$ cat src/rtl/truth_table_sequencer.sv
// Truth-table sequencer: walks {a,b,c,d} through 0..15, holds each vector for
// SETTLE cycles, samples f_in once per vector, then compares the captured table
// against EXPECT and reports pass, the set-bit count and the lowest failing index.
module truth_table_sequencer #(
    parameter int unsigned SETTLE = 1,
    parameter logic [15:0] EXPECT = 16'h0222
) (
    input  logic        clk,
    input  logic        rst,
    input  logic        start,
    input  logic        f_in,
    output logic        a,
    output logic        b,
    output logic        c,
    output logic        d,
    output logic        busy,
    output logic        done,
    output logic [15:0] table_out,
    output logic [4:0]  ones,
    output logic        pass,
    output logic [3:0]  first_fail
);

    localparam int unsigned IDX_W = 4;
    localparam logic [IDX_W-1:0] SETTLE_LAST = IDX_W'(SETTLE - 1);
    localparam logic [IDX_W-1:0] LAST_IDX    = IDX_W'(15);

    typedef enum logic [1:0] {
        IDLE,
        DRIVE,
        SAMPLE,
        DONE
    } state_t;

    state_t           state;
    state_t           state_nx;
    logic [IDX_W-1:0] idx;
    logic [IDX_W-1:0] idx_nx;
    logic [IDX_W-1:0] scnt;
    logic [IDX_W-1:0] scnt_nx;
    logic [3:0]       vec_nx;
    logic             busy_nx;
    logic             done_nx;
    logic [15:0]      table_nx;
    logic [4:0]       ones_nx;
    logic             pass_nx;
    logic [3:0]       first_fail_nx;
    logic [15:0]      sampled_c;
    logic [15:0]      miss_c;
    logic [3:0]       lowest_miss_c;

    // Next-state, datapath updates and next values for every registered output.
    always_comb begin
        state_nx      = state;
        idx_nx        = idx;
        scnt_nx       = scnt;
        table_nx      = table_out;
        ones_nx       = ones;
        pass_nx       = pass;
        first_fail_nx = first_fail;

        // Table as it will look once the current vector's sample is included.
        sampled_c      = table_out;
        sampled_c[idx] = f_in;
        miss_c         = sampled_c ^ EXPECT;

        // Scan downward so the lowest mismatching index wins.
        lowest_miss_c = 4'd0;
        for (int i = 15; i >= 0; i--) begin
            if (miss_c[i]) begin
                lowest_miss_c = 4'(i);
            end
        end

        case (state)
            IDLE: begin
                if (start) begin
                    state_nx      = DRIVE;
                    idx_nx        = '0;
                    scnt_nx       = '0;
                    table_nx      = 16'd0;
                    ones_nx       = 5'd0;
                    pass_nx       = 1'b0;
                    first_fail_nx = 4'd0;
                end
            end
            DRIVE: begin
                if (scnt == SETTLE_LAST) begin
                    state_nx = SAMPLE;
                    scnt_nx  = '0;
                end else begin
                    scnt_nx = scnt + IDX_W'(1);
                end
            end
            SAMPLE: begin
                table_nx = sampled_c;
                ones_nx  = ones + 5'(f_in);
                if (idx == LAST_IDX) begin
                    state_nx      = DONE;
                    pass_nx       = (miss_c == 16'd0);
                    first_fail_nx = lowest_miss_c;
                end else begin
                    state_nx = DRIVE;
                    idx_nx   = idx + IDX_W'(1);
                end
            end
            DONE: begin
                state_nx = IDLE;
            end
            default: begin
                state_nx = IDLE;
            end
        endcase

        // Outputs are decoded from the next state so they come straight from flops.
        busy_nx = (state_nx == DRIVE) || (state_nx == SAMPLE);
        done_nx = (state_nx == DONE);
        vec_nx  = busy_nx ? idx_nx : 4'd0;
    end

    // State, counters and all outputs; synchronous reset aborts any run.
    always_ff @(posedge clk) begin
        if (rst) begin
            state        <= IDLE;
            idx          <= '0;
            scnt         <= '0;
            {a, b, c, d} <= 4'd0;
            busy         <= 1'b0;
            done         <= 1'b0;
            table_out    <= 16'd0;
            ones         <= 5'd0;
            pass         <= 1'b0;
            first_fail   <= 4'd0;
        end else begin
            state        <= state_nx;
            idx          <= idx_nx;
            scnt         <= scnt_nx;
            {a, b, c, d} <= vec_nx;
            busy         <= busy_nx;
            done         <= done_nx;
            table_out    <= table_nx;
            ones         <= ones_nx;
            pass         <= pass_nx;
            first_fail   <= first_fail_nx;
        end
    end

endmodule

$ cat config.mk
export PLATFORM = sky130hd
export DESIGN_NAME = truth_table_sequencer
export DESIGN_NICKNAME = d
export VERILOG_FILES = /design/src/rtl/truth_table_sequencer.sv
export SDC_FILE = /design/constraint.sdc
export NUM_CORES = 1
export LEC_CHECK = 0
export ABC_AREA = 1
export BUFFER_PORTS_ARGS = -buffer_cell sky130_fd_sc_hd__buf_4
export CAP_MARGIN = 5
export CORE_MARGIN = 1.5
export CORE_UTILIZATION = 56
export DETAILED_ROUTE_END_ITERATION = 8
export GPL_TIMING_DRIVEN = 0
export PLACE_DENSITY = 0.82
export SYNTH_ARGS = -nofsm -noshare
export SYNTH_HDL_FRONTEND = slang
export SYNTH_SLANG_ARGS = --single-unit
$ cat constraint.sdc
create_clock -name clk -period 2.19 [get_ports clk]
set_input_delay 0.1095 -clock clk [delete_from_list [all_inputs] [get_ports clk]]
set_output_delay 0.1095 -clock clk [all_outputs]
set_load 0.02 [all_outputs]
==> flow_summary.yaml, run 1 <==
pwr:
  vdd_drop_max_uv: 445
  p_per_area_nw_per_um2: 595
  leakagePower_nw: 1.23
  power.total_mw: 1.58
detailed_routing:
  routedWlPerCell_um: 12.8
  via_count: 2250
  viasPerCell: 5.36
  ant_nets: 0
  drtIter0Drc: 183
  drc_errors: 0
  wirelength_um: 5360
  firstDrtPassIters: 5
grt:
  first_global_vias: 1961
  met1_usage_pct: 34.8
  grt_usage_pct: 26.4
  top_usage_layer: "met2"
  use_met2_pct: 42.2
  grt_pass1_wl_um: 8710
  grt_overflow: 0
  met3_usage_pct: 5.99
  grt_max_degree: 13
  antenna_found_initial: 0
timing:
  finalCriticalPeriod_ns: 2.03
  finalCritPeriodShare_pct: 92.5
  slew-limit-headroom_pct: 62.0
  setup_viol: 0
  fin_tns_setup_ns: 0
  worst_clock_skew_ns: 0.00608
  finalMaxSlewViolations: 0
  hold_viol: 0
  rsz0062_at_grt: "true"
  max_freq_mhz: 494
  worstMarginPinSlew_ns: 0.571
final_layout:
  mostFrequentLayoutCell: "nand2_1"
  final_cell_mix: "103 x nand2_1, 44 x inv_1, 40 x dfxtp_1"
  drive_gt1_share_pct: 17.7
  fin_nets: 385
  ff_latch_area_um2: 846
  fin_util_pct: 71.7
  fillers: 327
  syn_to_final_growth_pct: 21.4
  multi_input_area_um2: 1150
  diodes: 0
synth:
  synth_nets: 344
  yosysWarningCount: 0
  syn_inst: 331
  avgSynthCellArea_um2: 6.63
  syn_area_um2: 2200
  yosysUniqueCellTypes: 34
  ys_ff_latch: 42
  yosysSeqAreaShare_pct: 38.3
place:
  place_congestion: 0.911
  numPortBuffers: 34
  hpwl_um: 3670
critical_path:
  critPathLaunch: "idx[1]"
  cp-start-kind: "register"
  arrival_ns: 2.19
  r2r-start: "idx[1]"
  crit_type: "reg2reg"
  crit_path_end: "first_fail[0]"
  endpoint_kind: "register"
  worstRegToRegCells: 21
  cp.required_ns: 2.35
  ff2ff_setup_slack_ns: 0.16
  rr_endpoint: "first_fail[0]"
  path_max_fanout: 4
clocking:
  insertion_delay_ns: 0.29
  clock_path_buffers: 2
  hold_buffers: 0
  postCtsSetupRepairBufs: 0
  cts_max_level: 2
  clock-sinks: 42
  clk_pin_slew_ns: 0.08
  numCtsBuffers: 5
  cts_tree: "done"
  cts-root-buf: "clkbuf_8"
die:
  die_y_um: 65.6
  rows: 22
  coreArea_um2: 3720
  start_util_pct: 59.1
  io_pins: 36
  die_area_um2: 4310
  dieWidth_um: 65.6
run_status:
  outcome: "completed"
run:
  max-cap-violations: 0
worst_hold_path:
  worstHoldPathType: "in2reg"
cells by family (layout without fill, tap and decap cells):
kind of cell	Yosys count	count (layout)	synth area share, %
adder cells (fa/ha/maj)	9	9	5.13
buffers and inverters	59	100	11.1
XOR/XNOR	2	2	0.798
AO/OA/AOI/OAI	60	60	15.5
AND/OR/NAND/NOR	159	159	29.2
flip-flops	42	42	38.3
flip-flops by register name (all words and copies together), names as in the netlist:
signal	flops
first_fail	4
idx	4
busy	1
c	1
d	1
table_out	16
b	1
ones	5
scnt	4
pass	1
a	1
done	1
state	2
per-stage QoR:
stage	hold WS, ns	area, µm²	setup slack (ns)	cells
after floorplan	0.371	2200	0.448	331
after global placement	0.423	2510	0.0631	413
after detailed placement	0.432	2510	0.0625	413
after CTS	0.139	2620	0.0216	420
after global routing	0.178	2670	-0.0148	420
final	0.121	2670	0.164	420
cells in the mapped netlist (all sizes together):
master,n,area (µm²)
nor3,1,5.00
dfxtp,42,841
a21oi,32,164
o211a,1,10.0
buf,6,41.3
a22oi,1,7.51
nor2,40,163
a31oi,2,12.5
inv,48,183
xor2,2,17.5
a211oi,1,7.51
ha,9,113
nand2,104,393
o31ai,3,22.5
or2,6,37.5
o211ai,1,7.51
o21bai,1,7.51
nand3,5,25.0
o21ai,17,92.6
o311ai,1,8.76
nand4,3,18.8
clkbuf,5,18.8
area by class of cell:
class	count	area share (%)
multi-input combinational	230	43.0
sequential	42	31.7
timing repair buffer	34	9.58
inverter	48	6.85
clock buffer	6	3.10
buffer	11	2.35
tap	48	2.25
clock inverter	1	1.13
how the worst min path moves through the flow:
stage / depth (start not counted) / startpoint / to
3_5_place_dp: 2 / rst / table_out[2]
3_3_place_gp: 2 / rst / table_out[2]
6_report: 2 / rst / table_out[2]
5_1_grt: 2 / rst / table_out[2]
4_1_cts: 2 / rst / table_out[2]
2_1_floorplan: 2 / rst / table_out[2]
critical path, stage by stage (launching register included):
cell and delay (ns):
dfxtp_2 0.36, inv_2 0.09, ha_2 0.20, inv_1 0.08, nor2_2 0.14, nand2_1 0.07
o21ai_2 0.07, nand2_1 0.07, nand2_1 0.05, nand2_1 0.05, nand2_1 0.07, nand2_1 0.05
nand2_1 0.05, nand2_1 0.05, nand2_1 0.06, nand2_1 0.04, nand2_1 0.08, nand2_1 0.05
nand2_1 0.06, nand2_1 0.05, nand2_1 0.09, a21oi_2 0.05
metal layers:
layer  share of wire [%]  up-vias
met5                   0        -
li1                    -     1114
met2                  46       77
met1                  46     1043
met4                 2.4        0
met3                 5.7       16
report_power, final:
group	internal (mW)	leakage [nW]	total [mW]	switching, mW
clock	0.365	0.0573	0.635	0.270
sequential	0.776	0.340	0.786	0.00955
combinational	0.0465	0.833	0.164	0.117
total	1.19	1.23	1.58	0.397
what timing repair did:
item | 4_1_cts | 5_1_grt
endpoints found under the hold margin | 0 | 0
gates resized for setup | 0 | 15
endpoints found under the setup margin | 0 | 10
(Power assumes the default switching activity.)
==> run 2: changes to the inputs <==
Settings changed: CORE_UTILIZATION 56 to 55, PLACE_DENSITY 0.82 to 0.81.
==> run 2 against run 1 <==
Utilization decreased by 0.83 points. Via count decreased by 3.6%. Clock power decreased by 26%. Register-to-register slack improved by 0.03 ns. Sequential power about the same. Count of clock-buffer cells in the layout decreased by 1. Largest cell class unchanged.
==> flow_summary.yaml, run 2 (synthesized netlist as in run 1, its figures left out) <==
run_status:
  outcome: "completed"
critical_path:
  path_cells: "inv_1, nor2_4, nor2_1, nor2_4, clkbuf_4, nand2_1, ha_1, nand2_1, nor2_1"
  slowest_delay_ns: 0.34
  r2r-start: "state[1]"
  crit_path_end: "b"
  cp.required_ns: 2.38
  cp-start-kind: "register"
  worstRegToRegCells: 9
  cp_num_buf_inv: 2
  critPathTopFamily: "simple AND/OR/NAND/NOR gates"
  rr_endpoint: "b"
  crit_type: "reg2reg"
  cp_slowest_cell: "dfxtp_1"
  critPathLaunch: "state[1]"
  path_max_fanout: 10
  arrival_ns: 2.19
  crit_cells: 9
  ff2ff_setup_slack_ns: 0.19
  endpoint_kind: "register"
pwr:
  pwr-share-clk_pct: 33.1
  leakagePower_nw: 1.22
  p_comb_share_pct: 11.5
  internal_power_mw: 1.04
  p_per_area_nw_per_um2: 534
  vdd_drop_max_uv: 423
  swShare_pct: 26.9
  seqPwrFrac_pct: 55.4
  p_switching_mw: 0.381
place:
  numPortBuffers: 34
  place_area_um2: 2510
  place_congestion: 0.890
  hpwl_um: 3820
  place_ws_ns: 0.0618
clocking:
  numCtsBuffers: 5
  insertion_delay_ns: 0.30
  clock_path_buffers: 2
  hold_buffers: 0
  cts-root-buf: "clkbuf_8"
  clock-sinks: 42
  cts_tree: "done"
  cts_max_level: 2
  postCtsSetupRepairBufs: 0
  clk_pin_slew_ns: 0.07
  cts-resized-gates: 0
final_layout:
  final_area_um2: 2650
  top_register: "table_out"
  largest_register_ffs: 16
  top_regs: "table_out x16, ones x5"
  drive_gt1_share_pct: 18.5
  fin_util_pct: 70.9
  diodes: 0
  fin_nets: 385
  final_cell_mix: "103 x nand2_1, 44 x inv_1, 39 x dfxtp_1"
  mostFrequentLayoutCell: "nand2_1"
  syn_to_final_growth_pct: 20.9
detailed_routing:
  routedWlPerCell_um: 12.1
  via_count: 2169
  ant_nets: 0
  viasPerCell: 5.16
  firstDrtPassIters: 6
  wirelength_um: 5080
  drtIter0Drc: 193
  drc_errors: 0
timing:
  setup_viol: 0
  fin_ws_ns: 0.191
  rsz0062_at_grt: "true"
  worstMarginPinSlew_ns: 0.593
  slew-limit-headroom_pct: 60.5
  max_freq_mhz: 500
  hold_viol: 0
  worst_clock_skew_ns: 0.00385
  finalMaxSlewViolations: 0
  finalCritPeriodShare_pct: 91.3
  finalCriticalPeriod_ns: 2.00
die:
  die_area_um2: 4380
  die_y_um: 66.2
  start_util_pct: 58.7
  dieWidth_um: 66.2
  rows: 22
  io_pins: 36
  coreArea_um2: 3740
worst_hold_path:
  hold_start: "rst"
  worstHoldPathType: "in2reg"
grt:
  grt_pass1_wl_um: 8540
  grt_usage_pct: 25.6
  antenna_found_initial: 0
  first_global_vias: 1890
  grt_overflow: 0
  grt_max_degree: 13
run:
  max-cap-violations: 0
-- run 2: final cells by class --
| type | instances | area, µm² |
|---|---|---|
| buffer | 11 | 62.6 |
| clock buffer | 5 | 68.8 |
| clock inverter | 2 | 10.0 |
| fill | 324 | 1090 |
| inverter | 48 | 185 |
| multi-input combinational | 230 | 1160 |
| sequential | 42 | 850 |
| tap | 48 | 60.1 |
| timing repair buffer | 34 | 255 |
-- run 2: per-stage QoR --
stage                     setup TNS [ns]  total power, mW  hold slack (ns)  cells
final                                  0             1.42            0.129    420
after floorplan                        0            0.908            0.371    331
after detailed placement               0            0.958            0.439    413
after CTS                              0             1.42            0.130    420
after global placement                 0            0.953            0.415    413
after global routing            -0.00908             1.48            0.154    420
-- run 2: routing by layer --
layer / routed length [µm] / vias up / global-route usage [%]
met2: 2350 / 57 / 41.5
met3: 287 / 11 / 4.09
li1: - / 1113 / -
met4: 79 / 0 / 10.2
met1: 2360 / 988 / 34.0
met5: 0 / - / 0
-- run 2: worst min path at each step --
stage | to | slack [ns] | cells past startpoint
after floorplan | table_out[2] | 0.37 | 2
after global placement | table_out[2] | 0.42 | 2
after detailed placement | table_out[2] | 0.44 | 2
after CTS | table_out[2] | 0.13 | 2
after global routing | table_out[2] | 0.15 | 2
final | table_out[2] | 0.13 | 2
-- run 2: power groups by stage --
stage	Clock, mW	Combinational (mW)	Sequential, mW
6_report	0.470	0.163	0.785
4_1_cts	0.478	0.156	0.785
3_5_place_dp	0	0.155	0.803
2_1_floorplan	0	0.0981	0.810
3_3_place_gp	0	0.151	0.803
5_1_grt	0.509	0.183	0.787
-- run 2: worst register-to-register path: stages, from the launching register on --
cell and delay [ns]:
dfxtp_1 0.34, inv_1 0.06, nor2_4 0.25, nor2_1 0.20, nor2_4 0.20, clkbuf_4 0.24, nand2_1 0.07, ha_1 0.28
nand2_1 0.17, nor2_1 0.08
==> run 3: changes to the inputs <==
Settings changed: CORE_ASPECT_RATIO set to 1.5, CORE_UTILIZATION 55 to 56, PLACE_DENSITY 0.81 to 0.82.
==> run 3 against run 2 <==
Die area is 1.5% lower. Worst hold slack worse by 0.0091 ns. Count of clock-buffer cells in the layout is 1 higher. Flip-flop and latch count stayed put. Global-route usage is 0.45 points lower. Cell count is 1.2% lower. Register-to-register slack worse by 0.02 ns. Design area is 1.2% lower. Via count is 2.0% lower. Clock skew hardly changed. Utilization is 0.35 points lower.
==> flow_summary.yaml, run 3 (synthesized netlist as in run 1, its figures left out) <==
final_layout:
  syn_to_final_growth_pct: 19.4
  mostFrequentLayoutCell: "nand2_1"
  final_area_um2: 2620
  fin_util_pct: 70.5
  largest_register_ffs: 16
  final_cells: 415
  drive_gt1_share_pct: 16.9
  final_cell_mix: "103 x nand2_1, 45 x inv_1, 41 x dfxtp_1"
  diodes: 0
  top_regs: "table_out x16, ones x5"
  top_register: "table_out"
  fin_nets: 385
timing:
  fin_ws_ns: 0.171
  slew-limit-headroom_pct: 60.8
  finalCritPeriodShare_pct: 92.2
  hold_viol: 0
  whs_ns: 0.120
  finalMaxSlewViolations: 0
  max_freq_mhz: 495
  finalCriticalPeriod_ns: 2.02
  rsz0062_at_grt: "false"
  worst_clock_skew_ns: 0.00420
  worstMarginPinSlew_ns: 0.588
  setup_viol: 0
  fin_tns_setup_ns: 0
place:
  dp_cells: 408
  place_area_um2: 2500
  place_congestion: 0.913
  hpwl_um: 3770
  place_ws_ns: 0.0586
  numPortBuffers: 34
grt:
  grt_usage_pct: 25.2
  antenna_found_initial: 0
  first_global_vias: 1867
  grt_max_degree: 13
  grt_pass1_wl_um: 7980
  grt_overflow: 0
critical_path:
  crit_cells: 21
  worstRegToRegCells: 21
  critPathLaunch: "idx[1]"
  cp-start-kind: "register"
  cp.required_ns: 2.36
  ff2ff_setup_slack_ns: 0.17
  path_max_fanout: 4
  critPathTopFamily: "simple AND/OR/NAND/NOR gates"
  cp_num_buf_inv: 2
  r2r-start: "idx[1]"
  crit_path_end: "first_fail[0]"
  path_cells: "inv_1, ha_1, inv_1, nor2_2, nand2_1, o21ai_1, nand2_1, nand2_1, nand2_1, nand2_1, nand2_1, nand2_1, nand2_1, nand2_1, nand2_1, nand2_1, nand2_1, nand2_1, nand2_1, nand2_1, a21oi_2"
  rr_endpoint: "first_fail[0]"
  crit_top_cell: "nand2_1"
  endpoint_kind: "register"
  slowest_delay_ns: 0.35
  cp_slowest_cell: "dfxtp_2"
  crit_type: "reg2reg"
  arrival_ns: 2.19
worst_hold_path:
  hold_start: "rst"
  worstHoldPathType: "in2reg"
detailed_routing:
  routedWlPerCell_um: 12.1
  viasPerCell: 5.12
  drc_errors: 0
  wirelength_um: 5040
  firstDrtPassIters: 4
  via_count: 2125
  drtIter0Drc: 78
  ant_nets: 0
die:
  dieWidth_um: 54.1
  start_util_pct: 59.1
  rows: 27
  die_area_um2: 4310
  die_y_um: 79.7
  coreArea_um2: 3720
  io_pins: 36
pwr:
  p_per_area_nw_per_um2: 543
  swShare_pct: 26.8
  vdd_drop_max_uv: 463
  power.total_mw: 1.42
  seqPwrFrac_pct: 55.3
  internal_power_mw: 1.04
  leakagePower_nw: 1.21
  p_comb_share_pct: 11.2
  p_switching_mw: 0.381
  pwr-share-clk_pct: 33.5
clocking:
  postCtsSetupRepairBufs: 0
  clk_pin_slew_ns: 0.08
  insertion_delay_ns: 0.30
  cts_max_level: 2
  cts_tree: "done"
  clock-sinks: 42
  cts-root-buf: "clkbuf_8"
  numCtsBuffers: 5
  clock_path_buffers: 2
run_status:
  outcome: "completed"
run:
  max-cap-violations: 0
-- run 3: changes by cell type in the layout (fill, tap and decap cells not counted), moves of 2 or more --
cell	change
dfxtp_4	-2
o21ai_2	-2
dfxtp_1	+2
clkinv_2	-2
-- run 3: routing by layer --
metal | global-route usage, % | wire length, µm | up-vias
met5 | 0 | 0 | -
met4 | 13.5 | 96 | 0
met3 | 4.31 | 282 | 10
met2 | 42.8 | 2620 | 67
met1 | 28.6 | 2030 | 935
li1 | - | - | 1113
-- run 3: worst min path at each step --
stage                     cells past startpoint            to  slack [ns]
after floorplan                               2  table_out[2]        0.37
after global placement                        2  table_out[2]        0.43
after detailed placement                      2  table_out[2]        0.43
after CTS                                     2  table_out[2]        0.12
after global routing                          2  table_out[2]        0.14
final                                         2  table_out[2]        0.12
-- run 3: layout make-up --
| type | instances | area [µm²] |
|---|---|---|
| Buffer | 11 | 62.6 |
| Clock buffer | 6 | 72.6 |
| Clock inverter | 1 | 7.51 |
| Fill cell | 326 | 1090 |
| Inverter | 48 | 183 |
| Multi-Input combinational cell | 230 | 1140 |
| Sequential cell | 42 | 842 |
| Tap cell | 43 | 53.8 |
| Timing Repair Buffer | 34 | 255 |
-- run 3: power by group through the flow --
stage	logic, mW	registers (mW)	clock network [mW]
finish	0.160	0.787	0.476
global route	0.178	0.789	0.511
CTS	0.154	0.786	0.483
detailed placement	0.154	0.804	0
global placement	0.151	0.803	0
floorplan	0.0981	0.810	0
-- run 3: timing repair --
| action | in CTS | in global routing |
|---|---|---|
| endpoints found under the setup margin | 0 | 10 |
| hold buffers | 0 | 0 |
| resized for setup | 0 | 11 |
-- run 3: worst register-to-register path, stage by stage (launching register included) --
cell	delay [ns]
dfxtp_2	0.35
inv_1	0.13
ha_1	0.21
inv_1	0.10
nor2_2	0.14
nand2_1	0.06
o21ai_1	0.09
nand2_1	0.07
nand2_1	0.05
nand2_1	0.05
nand2_1	0.06
nand2_1	0.05
nand2_1	0.06
nand2_1	0.05
nand2_1	0.06
nand2_1	0.05
nand2_1	0.06
nand2_1	0.05
nand2_1	0.05
nand2_1	0.04
nand2_1	0.08
a21oi_2	0.05
